==> src/rtl/fetch_unit.sv <==
// rtl/fetch_unit.sv - instruction fetch stage: PC, 1-cycle imem latency, 1-entry skid, redirect flush
// Optional misaligned-redirect trap enabled by `define FETCH_MISALIGN_TRAP_EN
module fetch_unit #(
    parameter int          PC_W     = 32,
    parameter logic [31:0] RESET_PC = 32'h0000_0000
) (
    input  logic            i_Clk,
    input  logic            i_Rst,
    input  logic            i_Redirect,
    input  logic [PC_W-1:0] i_Redirect_PC,
    output logic [PC_W-3:0] o_Imem_Addr,
    input  logic [31:0]     i_Imem_Inst,
    output logic            o_Valid,
    input  logic            i_Ready,
    output logic [31:0]     o_Inst,
    output logic [PC_W-1:0] o_PC,
    output logic            o_Misalign
);

    localparam logic [0:0] S_RUN  = 1'b0;
    localparam logic [0:0] S_TRAP = 1'b1;

    logic [0:0]      r_State;
    logic [PC_W-1:0] r_PC;
    logic            r_InFlight;
    logic [PC_W-1:0] r_InFlightPC;
    logic            r_OutValid;
    logic [31:0]     r_OutInst;
    logic [PC_W-1:0] r_OutPC;
    logic            r_SkidValid;
    logic [31:0]     r_SkidInst;
    logic [PC_W-1:0] r_SkidPC;

    logic            w_deq;
    logic [2:0]      w_count;
    logic            w_issue;

    assign w_deq   = r_OutValid && i_Ready;
    // Entries committed after this cycle's dequeue; output + skid can hold at most two.
    assign w_count = {2'b00, r_OutValid} + {2'b00, r_SkidValid} + {2'b00, r_InFlight} - {2'b00, w_deq};
    assign w_issue = (r_State == S_RUN) && !i_Redirect && (w_count < 3'd2);

    assign o_Imem_Addr = i_Rst ? r_PC[PC_W-1:2] : RESET_PC[PC_W-1:2];
    assign o_Valid     = r_OutValid;
    assign o_Inst      = r_OutInst;
    assign o_PC        = r_OutPC;

`ifdef FETCH_MISALIGN_TRAP_EN
    assign o_Misalign = (r_State == S_TRAP);
`else
    logic w_unused_pc_lsb;
    assign w_unused_pc_lsb = ^i_Redirect_PC[1:0];
    assign o_Misalign      = 1'b0;
`endif

    always_ff @(posedge i_Clk) begin
        if (!i_Rst) begin
            r_State      <= S_RUN;
            r_PC         <= RESET_PC[PC_W-1:0];
            r_InFlight   <= 1'b0;
            r_InFlightPC <= '0;
            r_OutValid   <= 1'b0;
            r_OutInst    <= '0;
            r_OutPC      <= '0;
            r_SkidValid  <= 1'b0;
            r_SkidInst   <= '0;
            r_SkidPC     <= '0;
        end else if (i_Redirect) begin
            r_OutValid  <= 1'b0;
            r_SkidValid <= 1'b0;
            r_InFlight  <= 1'b0;
`ifdef FETCH_MISALIGN_TRAP_EN
            if (i_Redirect_PC[1:0] != 2'b00) begin
                r_State <= S_TRAP;
            end else begin
                r_State <= S_RUN;
                r_PC    <= i_Redirect_PC;
            end
`else
            r_PC <= {i_Redirect_PC[PC_W-1:2], 2'b00};
`endif
        end else begin
            r_InFlight <= w_issue;
            if (w_issue) begin
                r_PC         <= r_PC + 4;
                r_InFlightPC <= r_PC;
            end
            // Skid drains first so program order is kept; the returning word backfills behind it.
            if (w_deq && r_SkidValid) begin
                r_OutValid <= 1'b1;
                r_OutInst  <= r_SkidInst;
                r_OutPC    <= r_SkidPC;
                if (r_InFlight) begin
                    r_SkidInst <= i_Imem_Inst;
                    r_SkidPC   <= r_InFlightPC;
                end else begin
                    r_SkidValid <= 1'b0;
                end
            end else if (w_deq || !r_OutValid) begin
                r_OutValid <= r_InFlight;
                if (r_InFlight) begin
                    r_OutInst <= i_Imem_Inst;
                    r_OutPC   <= r_InFlightPC;
                end
            end else if (r_InFlight) begin
                r_SkidValid <= 1'b1;
                r_SkidInst  <= i_Imem_Inst;
                r_SkidPC    <= r_InFlightPC;
            end
        end
    end

endmodule

==> config.mk <==
export PLATFORM = sky130hd
export DESIGN_NAME = fetch_unit
export DESIGN_NICKNAME = d
export VERILOG_FILES = /design/src/rtl/fetch_unit.sv
export SDC_FILE = /design/constraint.sdc
export NUM_CORES = 1
export LEC_CHECK = 0
export BUFFER_PORTS_ARGS = -buffer_cell sky130_fd_sc_hd__buf_2
export CELL_PAD_IN_SITES_DETAIL_PLACEMENT = 1
export CELL_PAD_IN_SITES_GLOBAL_PLACEMENT = 2
export CORE_UTILIZATION = 25
export CTS_CLUSTER_DIAMETER = 40
export DETAILED_ROUTE_END_ITERATION = 6
export GPL_ROUTABILITY_DRIVEN = 1
export HOLD_SLACK_MARGIN = 0.1
export PLACE_DENSITY_LB_ADDON = 0.1
export SYNTH_ARGS = -nofsm -noshare
export SYNTH_HDL_FRONTEND = slang
export SYNTH_SLANG_ARGS = --single-unit
==> constraint.sdc <==
create_clock -name i_Clk -period 3.75 [get_ports i_Clk]
set_input_delay 0.5625 -clock i_Clk [delete_from_list [all_inputs] [get_ports i_Clk]]
set_output_delay 0.5625 -clock i_Clk [all_outputs]
set_load 0.02 [all_outputs]
==> metrics, run 1 <==
register bit count reported by yosys between 150 and 200; Setup crit end kind flip-flop; Post-Route WL 25200 um; Post-synth EDFFs 0; Post-Syn Instances around 980; clk sink count about 190; CP delay by family, top simple AND/OR/NAND/NOR gates; clock tree from TritonCTS yes; critical path arrival 3.44 ns; WL per Instance 16.5 um; worst hold-check path type input pin to flip-flop; Site Rows 65; Max Clk Rate about 0.32 GHz; die area 33400 sq um; Critical path buffers and inverters 1; Yosys cell types 45; Final min period between 3 and 4 ns; cell area power density around 440 nW/um^2; post-synth top area cell dfxtp_1; Worst path most repeated cell ha_1; crit path kind flip-flop to flip-flop; Seq/Total Area, Yosys between 40% and 50%; Clock Path Buffers 2; Hold Crit Start i_Imem_Inst[18]; RSZ-0062 raised after global routing false; first-pass GRT wire length a little over 40000 um; mean area per synthesized cell 8.36 sq um; IO Count ~160; Setup violations, final 0; Tightest Pin Transition roughly 0.77 ns; n_diodes 0; Reg clk slew, reported paths approximately 0.070 ns; Hold Vio Cnt, Final 0; Max FO, Critical Path 16; clk_skew roughly 0.014 ns; FFs w/ async S/R, synth 0%; Worst EP required 4.08 ns; max-cap check violation count 0; DR iter-0 viols 263; post-route clock period utilization 83.0%; synth warn 0; worst-case vdd ir drop approximately 0.32 mV; Cell Chain, Critical Path and2_1 > ha_1 > inv_1 > ha_1 > a21oi_2 > mux2_2 > or4_1 > o2111a_1; Leak slightly below 4 nW; first-pass iteration count of the detailed router 4; Port Buffers around 160; hpwl dp 16200 um; Worst path slowest cell or4_1; Antenna Nets Post-Route 0; share of layout cells above drive strength 1 19.3%; fin nets roughly 1200; DRC errors left 0; Pins Over Slew Limit 0; vias per inst approximately 4.7; Synth Flop Type dfxtp_1; Layout area overhead 20.5%; postcts setup bufs 0; Syn Std Cell Area about 8200 sq um; initial core utilization between 20% and 30%; Core Box Area 31900 sq um; fillcell total about 3800; H-tree lvl count 4; Total GRT Usage between 15 and 20%; Hold Worst Slack between 0.3 and 0.4 ns; top post-synthesis cells by area dfxtp_1 46%, mux2i_1 7.6%, a211oi_1 6.6%; Worst Setup SP o_Valid; post-synth top area share approximately 46%; initial antenna violation count 0; vias in the first global route 7162; Slew headroom ~49%; root buffer cell clkbuf_16; via count around 7200; die height 183 um; final setup TNS 0 ns; status finished, final reports clean; total grt overflow 0; hold_buf cts 0; TritonCTS buffer count 17; Crit Reg-Reg Startpoint o_Valid; largest net degree at the start of global routing approximately 130; die width 183 um; startpoint types flip-flop; worst skew pair latency ~0.43 ns; gp weighted congestion just over 0.7; CTS resizes 0; Crit path largest cell delay approximately 0.57 ns
-- final timing paths --
path | endpoint | slack [ns] | depth (start not counted)
worst min register to register | r_SkidPC[14] | 0.45 | 2
worst max-delay path | r_PC[26] | 0.64 | 8
worst min-delay path | r_SkidInst[18] | 0.38 | 3
worst max register to register | r_PC[26] | 0.64 | 8
-- cells by family (layout without fill, tap and decap cells) --
| logic type | count (synthesis) | in the layout | share of synthesized area (%) |
|---|---|---|---|
| AO/OA/AOI/OAI | 271 | 271 | 20.4 |
| XOR/XNOR | 4 | 4 | 0.597 |
| adder cells (fa/ha/maj) | 3 | 3 | 0.459 |
| buffers and inverters | 100 | 211 | 5.14 |
| flip-flops | 187 | 187 | 45.8 |
| multiplexers | 64 | 64 | 7.86 |
| other | 1 | 3 | 0.0458 |
| AND/OR/NAND/NOR | 349 | 349 | 19.8 |
-- metal layers --
layer	global-route usage (%)	part of all wire, %
met1	21.8	50
met2	24.7	45
met3	2.82	3.6
met4	3.63	0.82
met5	0	0
-- cells in the mapped netlist, types with 2 or more instances --
library cell / instances
nand4_1: 7
or3_1: 5
nor2_1: 80
o41a_1: 9
inv_2: 2
or4_1: 14
buf_1: 3
and3_1: 3
a211oi_1: 72
nand3_1: 42
a31oi_1: 17
clkbuf_1: 67
mux2i_1: 62
buf_2: 17
nor2b_1: 11
a21oi_1: 95
mux2_2: 2
inv_1: 6
dfxtp_1: 187
nand2_1: 138
buf_4: 3
and2_1: 28
o21ai_0: 31
ha_1: 3
nor4_1: 9
nand2b_1: 4
o21ai_1: 30
and4_1: 3
o31ai_1: 11
xnor2_1: 2
nor3_1: 2
-- worst min-delay path: stages --
cell	delay, ns
buf_2	0.11
nand2_1	0.05
a21oi_1	0.05
-- report_power, final --
group	switching [mW]	internal [mW]
Sequential	0.0791	2.06
Clock	0.804	1.00
Combinational	0.275	0.156
-- cells in the final DEF (no fill, tap or decap), types with 3 or more instances in the layout --
cell type and count:
nand4_1 7, o41a_1 9, nor4_1 9, o31ai_1 11, inv_1 6, nand2_1 137, clkinv_4 3, conb_1 3
a21oi_1 95, nor2b_1 11, o21ai_0 31, nand3_1 42, nand2b_1 4, and2_1 28, nor2_1 80, or4_1 14
buf_2 158, ha_1 3, clkbuf_1 3, dfxtp_1 187, or3_1 5, clkinv_2 4, a31oi_1 17, a211oi_1 72
mux2i_1 62, o21ai_1 30, and3_1 3, clkbuf_16 17, buf_4 11
-- sequential cells by signal, summed over array words and instances (netlist names) --
signal	flops
r_PC	30
r_InFlightPC	30
o_PC	30
r_SkidValid	1
r_SkidPC	30
o_Valid	1
o_Inst	32
r_InFlight	1
r_SkidInst	32
-- per-stage QoR --
step | instance area, sq um | util (%) | instances | setup WS (ns) | total power [mW]
finish | 9860 | 30.9 | 1527 | 0.639 | 4.37
CTS | 9860 | 30.9 | 1527 | 0.624 | 4.48
global placement | 9290 | 29.1 | 1495 | 0.421 | 2.62
detailed placement | 9290 | 29.1 | 1495 | 0.413 | 2.63
global route | 9860 | 30.9 | 1527 | 0.381 | 4.61
floorplan | 8190 | - | 981 | 0.850 | 2.44
-- layout make-up --
class	count	area [sq um]	area share, %
clock buffer	21	450	4.57
tap	435	544	5.52
inverter	8	35.0	0.355
multi-input combinational	694	4050	41.1
sequential	187	3740	38.0
timing repair buffer	171	913	9.26
clock inverter	11	121	1.23
Note: power is estimated with default switching activity, not from simulation.
==> run 2, diff against run 1 <==
Clock period 3.75 ns to 2.6 ns, I/O delays scaled along.
==> metrics, run 2 (same netlist as run 1, synthesis figures left out) <==
status finished, final reports clean; Clock Path Buffers 2 (unchanged); Worst Setup SP o_Valid; initial antenna violation count 0 (unchanged); TritonCTS buffer count 17 (unchanged); fillcell total 3830 (+0.71%); Max FO, Critical Path 3 (-13); WL per Instance 16.5 um (-0.18%); final setup TNS 0 ns (unchanged); Antenna Nets Post-Route 0 (unchanged); Final Total Pwr 6.36 mW (+45%); vias per inst 4.72 (about the same); gp weighted congestion 0.733 (+3.3%); fin nets 1173 (+2.0%); Final min period 2.48 ns (-0.632 ns); total grt overflow 0 (unchanged); pre-CTS setup slack -0.163 ns (-0.577 ns); Hold Crit Start i_Imem_Inst[13]; share of layout cells above drive strength 1 21.3% (+2.0 points); post-route clock period utilization 95.4% (+12 points); largest net degree at the start of global routing 158 (+26%); Layout area overhead 24.1%; most common cell after layout, fill and taps aside dfxtp_1; worst-case vdd ir drop 0.463 mV (+46%); clk sink count 187 (unchanged); Leak 4.12 nW (+3.7%); DRC errors left 0 (unchanged); die height 183 um (unchanged); RSZ-0062 raised after global routing false; first-pass GRT wire length 40500 um (-1.9%); r2r setup slk 0.12 ns (-0.52 ns); Crit Reg-Reg Startpoint o_Valid; DR iter-0 viols 331 (+26%); Pins Over Slew Limit 0 (unchanged); Setup violations, final 0 (unchanged); Tightest Pin Transition 0.797 ns (+0.0285 ns); initial core utilization 25.7% (unchanged); Setup crit end kind flip-flop; Post-Route WL 25600 um (+1.4%); startpoint types flip-flop; Max Clk Rate 0.403 GHz (+25%); clk_skew 0.0129 ns (-0.000927 ns); die area 33400 sq um (unchanged); cell area power density 627 nW/um^2 (+41%); clock tree from TritonCTS yes; IO Count 164 (unchanged); worst skew pair latency 0.44 ns (about the same); first-pass iteration count of the detailed router 4 (unchanged); crit path kind flip-flop to flip-flop; dpl cell area 9560 sq um (+3.0%); max-cap check violation count 0 (unchanged); Site Rows 65 (unchanged); Total GRT Usage 15.4% (-0.15 points); final instance area 10200 sq um (+3.0%); worst hold-check path type input pin to flip-flop; vias in the first global route 7098 (-0.89%); die width 183 um (unchanged); Hold Vio Cnt, Final 0 (unchanged); Slew headroom 46.9% (-1.6 points); H-tree lvl count 4 (unchanged); hpwl dp 16900 um (+3.9%); hold_buf cts 0 (unchanged); Reg clk slew, reported paths 0.07 ns (about the same); most frequent cells in the layout 186 x dfxtp_1, 158 x buf_2, 137 x nand2_1; setup ws final 0.120 ns (-0.518 ns); via count 7326 (+1.7%); Port Buffers 158 (unchanged); Core Box Area 31900 sq um (unchanged); critical path arrival 2.81 ns (-0.63 ns); Worst EP required 2.93 ns (-1.15 ns); root buffer cell clkbuf_16
run 2: cell types whose count changed in the layout (fill, tap and decap cells not counted), moves of 2 or more:
| cell | change |
|---|---|
| buf_4 | +15 |
| buf_12 | +7 |
| clkinv_4 | -2 |
| mux2_2 | -2 |
| mux2_4 | +2 |
run 2: timing repair:
| item | 4_1_cts | 5_1_grt |
|---|---|---|
| resized for setup | 0 | 3 |
| setup endpoints to repair | 0 | 5 |
| endpoints found under the hold margin | 0 | 0 |
| buffers inserted | 0 | 1 |
run 2: layout make-up:
cell class	instances	area, sq um	share of cell area (%)
well taps	435	544	5.36
flip-flops and latches	187	3740	36.9
diodes	1	2.50	0.0246
clock buffers	21	450	4.44
clock inverters	11	120	1.18
inverters	8	32.5	0.320
repair buffers	194	1180	11.6
multi-input cells	694	4080	40.2
run 2: critical path, stage by stage (launching register included):
cell and delay, ns:
dfxtp_2 0.32, and2_2 0.20, ha_1 0.29, inv_2 0.07, ha_4 0.20, a21oi_4 0.19, mux2_4 0.35, or4_1 0.52
o2111a_1 0.25
run 2: through the flow:
| step | utilization, % | cells | hold slack (ns) |
|---|---|---|---|
| 2_1_floorplan | - | 981 | 0.436 |
| 3_3_place_gp | 30.0 | 1517 | 0.441 |
| 6_report | 31.8 | 1551 | 0.203 |
| 3_5_place_dp | 30.0 | 1517 | 0.446 |
| 4_1_cts | 31.8 | 1549 | 0.175 |
| 5_1_grt | 31.8 | 1550 | 0.186 |
run 2: power breakdown:
| part | internal (mW) | switching, mW |
|---|---|---|
| Sequential | 2.97 | 0.106 |
| Combinational | 0.252 | 0.412 |
| Clock | 1.44 | 1.18 |
| Total | 4.67 | 1.70 |
run 2: final timing paths:
path / endpoint / cells past startpoint
min reg2reg: r_SkidPC[25] / 2
max: r_PC[26] / 8
max reg2reg: r_PC[26] / 8
min: r_SkidInst[13] / 3
run 2: per-layer routing:
metal / part of all wire [%] / vias to the layer above / global-route usage [%]
met5: 0 / - / 0
met4: 0.71 / 0 / 3.67
met3: 3.0 / 10 / 2.88
met2: 43 / 117 / 23.4
met1: 53 / 3470 / 22.3
li1: - / 3729 / -
==> run 3, diff against run 2 <==
Settings changed: CAP_MARGIN from default to 30, RECOVER_POWER from default to 50.
==> metrics, run 3 (same netlist as run 1, synthesis figures left out) <==
initial core utilization 25.7% (unchanged); first-pass GRT wire length 40500 um (unchanged); most frequent cells in the layout 187 x dfxtp_1, 137 x nand2_1, 95 x a21oi_1; IO Count 164 (unchanged); startpoint types flip-flop; Port Buffers 158 (unchanged); CP delay by family, top simple AND/OR/NAND/NOR gates; largest net degree at the start of global routing 158 (unchanged); crit path kind flip-flop to flip-flop; Non-Filler Instances 1551 (unchanged); Final Total Pwr 6.35 mW (-0.30%); Crit path largest cell delay 0.52 ns (about the same); DR iter-0 viols 313 (-5.4%); Core Box Area 31900 sq um (unchanged); gp weighted congestion 0.733 (unchanged); Worst Setup SP o_Valid; r2r setup slk 0.12 ns (about the same); worst hold-check path type input pin to flip-flop; die width 183 um (unchanged); final instance area 10000 sq um (-1.0%); Reg clk slew, reported paths 0.07 ns (about the same); DRC errors left 0 (unchanged); WP depth 8 (unchanged); hpwl dp 16900 um (unchanged); critical path arrival 2.81 ns (about the same); pre-CTS setup slack -0.163 ns (unchanged); max-cap check violation count 0 (unchanged); placed cells 1517 (unchanged); total grt overflow 0 (unchanged); most common cell after layout, fill and taps aside dfxtp_1; TritonCTS buffer count 17 (unchanged); die height 183 um (unchanged); die area 33400 sq um (unchanged); worst skew pair latency 0.43 ns (about the same); clk sink count 187 (unchanged); first-pass iteration count of the detailed router 4 (unchanged); Final min period 2.48 ns (-0.00319 ns); Pins Over Slew Limit 0 (unchanged); vias in the first global route 7098 (unchanged); fin nets 1173 (unchanged); Worst path slowest cell or4_1; RSZ-0062 raised after global routing false; via count 7306 (-0.27%); final core occ 31.5% (-0.33 points); share of layout cells above drive strength 1 15.0% (-6.4 points); Hold Vio Cnt, Final 0 (unchanged); clock tree from TritonCTS yes; Worst EP required 2.93 ns (about the same); Crit Reg-Reg Startpoint o_Valid; Max FO, Critical Path 3 (unchanged); Post-Route WL 25600 um (+0.30%); Reg-to-Reg End r_PC[26]; H-tree lvl count 4 (unchanged); Critical path buffers and inverters 1 (unchanged); vias per inst 4.71 (-0.27%); clk_skew 0.0108 ns (-0.00212 ns); cell area power density 631 nW/um^2 (+0.73%); setup ws final 0.124 ns (+0.00319 ns); post-route clock period utilization 95.2% (-0.12 points); CP endpoint r_PC[26]; WL per Instance 16.5 um (+0.30%); final setup TNS 0 ns (unchanged); Max Clk Rate 0.404 GHz (+0.13%); dpl cell area 9560 sq um (unchanged); worst-case vdd ir drop 0.463 mV (about the same); Slew headroom 25.0% (-22 points); Clock Path Buffers 2 (unchanged); root buffer cell clkbuf_16; initial antenna violation count 0 (unchanged); Cell Chain, Critical Path and2_2 > ha_1 > inv_2 > ha_4 > a21oi_4 > mux2_4 > or4_1 > o2111a_1; Hold Worst Slack 0.203 ns (+0.0000510 ns); Setup violations, final 0 (unchanged); Antenna Nets Post-Route 0 (unchanged); hold_buf cts 0 (unchanged); Site Rows 65 (unchanged); Total GRT Usage 15.4% (unchanged); reg2reg path depth 8 (unchanged); Tightest Pin Transition 1.12 ns (+0.328 ns); Layout area overhead 22.9%; Leak 3.83 nW (-7.2%); Setup crit end kind flip-flop; status finished, final reports clean
## run 3: cell count changes in the layout (fill, tap and decap cells not counted)
cell	change
and2_0	+7
dfxtp_2	-1
buf_2	-69
clkbuf_4	+1
buf_12	-1
and2_1	-7
clkbuf_1	+70
buf_4	-1
dfxtp_1	+1
## run 3: timing repair
action | CTS | global route
buffers inserted | 0 | 1
resized for setup | 0 | 3
endpoints found under the setup margin | 0 | 5
## run 3: worst min path at each step
stage / start / end / slack [ns] / depth (start not counted)
after floorplan: r_SkidInst[0] / r_SkidInst[0] / 0.44 / 2
after global placement: r_SkidPC[11] / r_SkidPC[11] / 0.44 / 2
after detailed placement: r_SkidPC[14] / r_SkidPC[14] / 0.45 / 2
after CTS: i_Imem_Inst[13] / r_SkidInst[13] / 0.18 / 3
after global routing: i_Imem_Inst[0] / r_SkidInst[0] / 0.19 / 3
final: i_Imem_Inst[13] / r_SkidInst[13] / 0.20 / 3
## run 3: area by class of cell
| class | instances | area (sq um) |
|---|---|---|
| repair buffers | 194 | 1070 |
| well taps | 435 | 544 |
| clock inverters | 11 | 120 |
| flip-flops and latches | 187 | 3740 |
| multi-input cells | 694 | 4080 |
| inverters | 8 | 32.5 |
| diodes | 1 | 2.50 |
| clock buffers | 21 | 450 |
| fillers | 3843 | 21800 |
## run 3: report_power, final
| part | switching [mW] | internal (mW) | total, mW |
|---|---|---|---|
| sequential | 0.108 | 2.97 | 3.08 |
| clock | 1.17 | 1.44 | 2.62 |
| combinational | 0.413 | 0.236 | 0.649 |
## run 3: per-layer routing
metal,vias up,track usage [%],routed length [um]
met2,120,23.4,11000
met5,-,0,0
met3,10,2.88,744
met1,3452,22.3,13700
met4,0,3.67,181
li1,3724,-,-
## run 3: worst reg2reg max path, stage by stage (launching register included)
cell and delay, ns:
dfxtp_1 0.31, and2_2 0.20, ha_1 0.29, inv_2 0.07
ha_4 0.20, a21oi_4 0.20, mux2_4 0.35, or4_1 0.52
o2111a_1 0.25
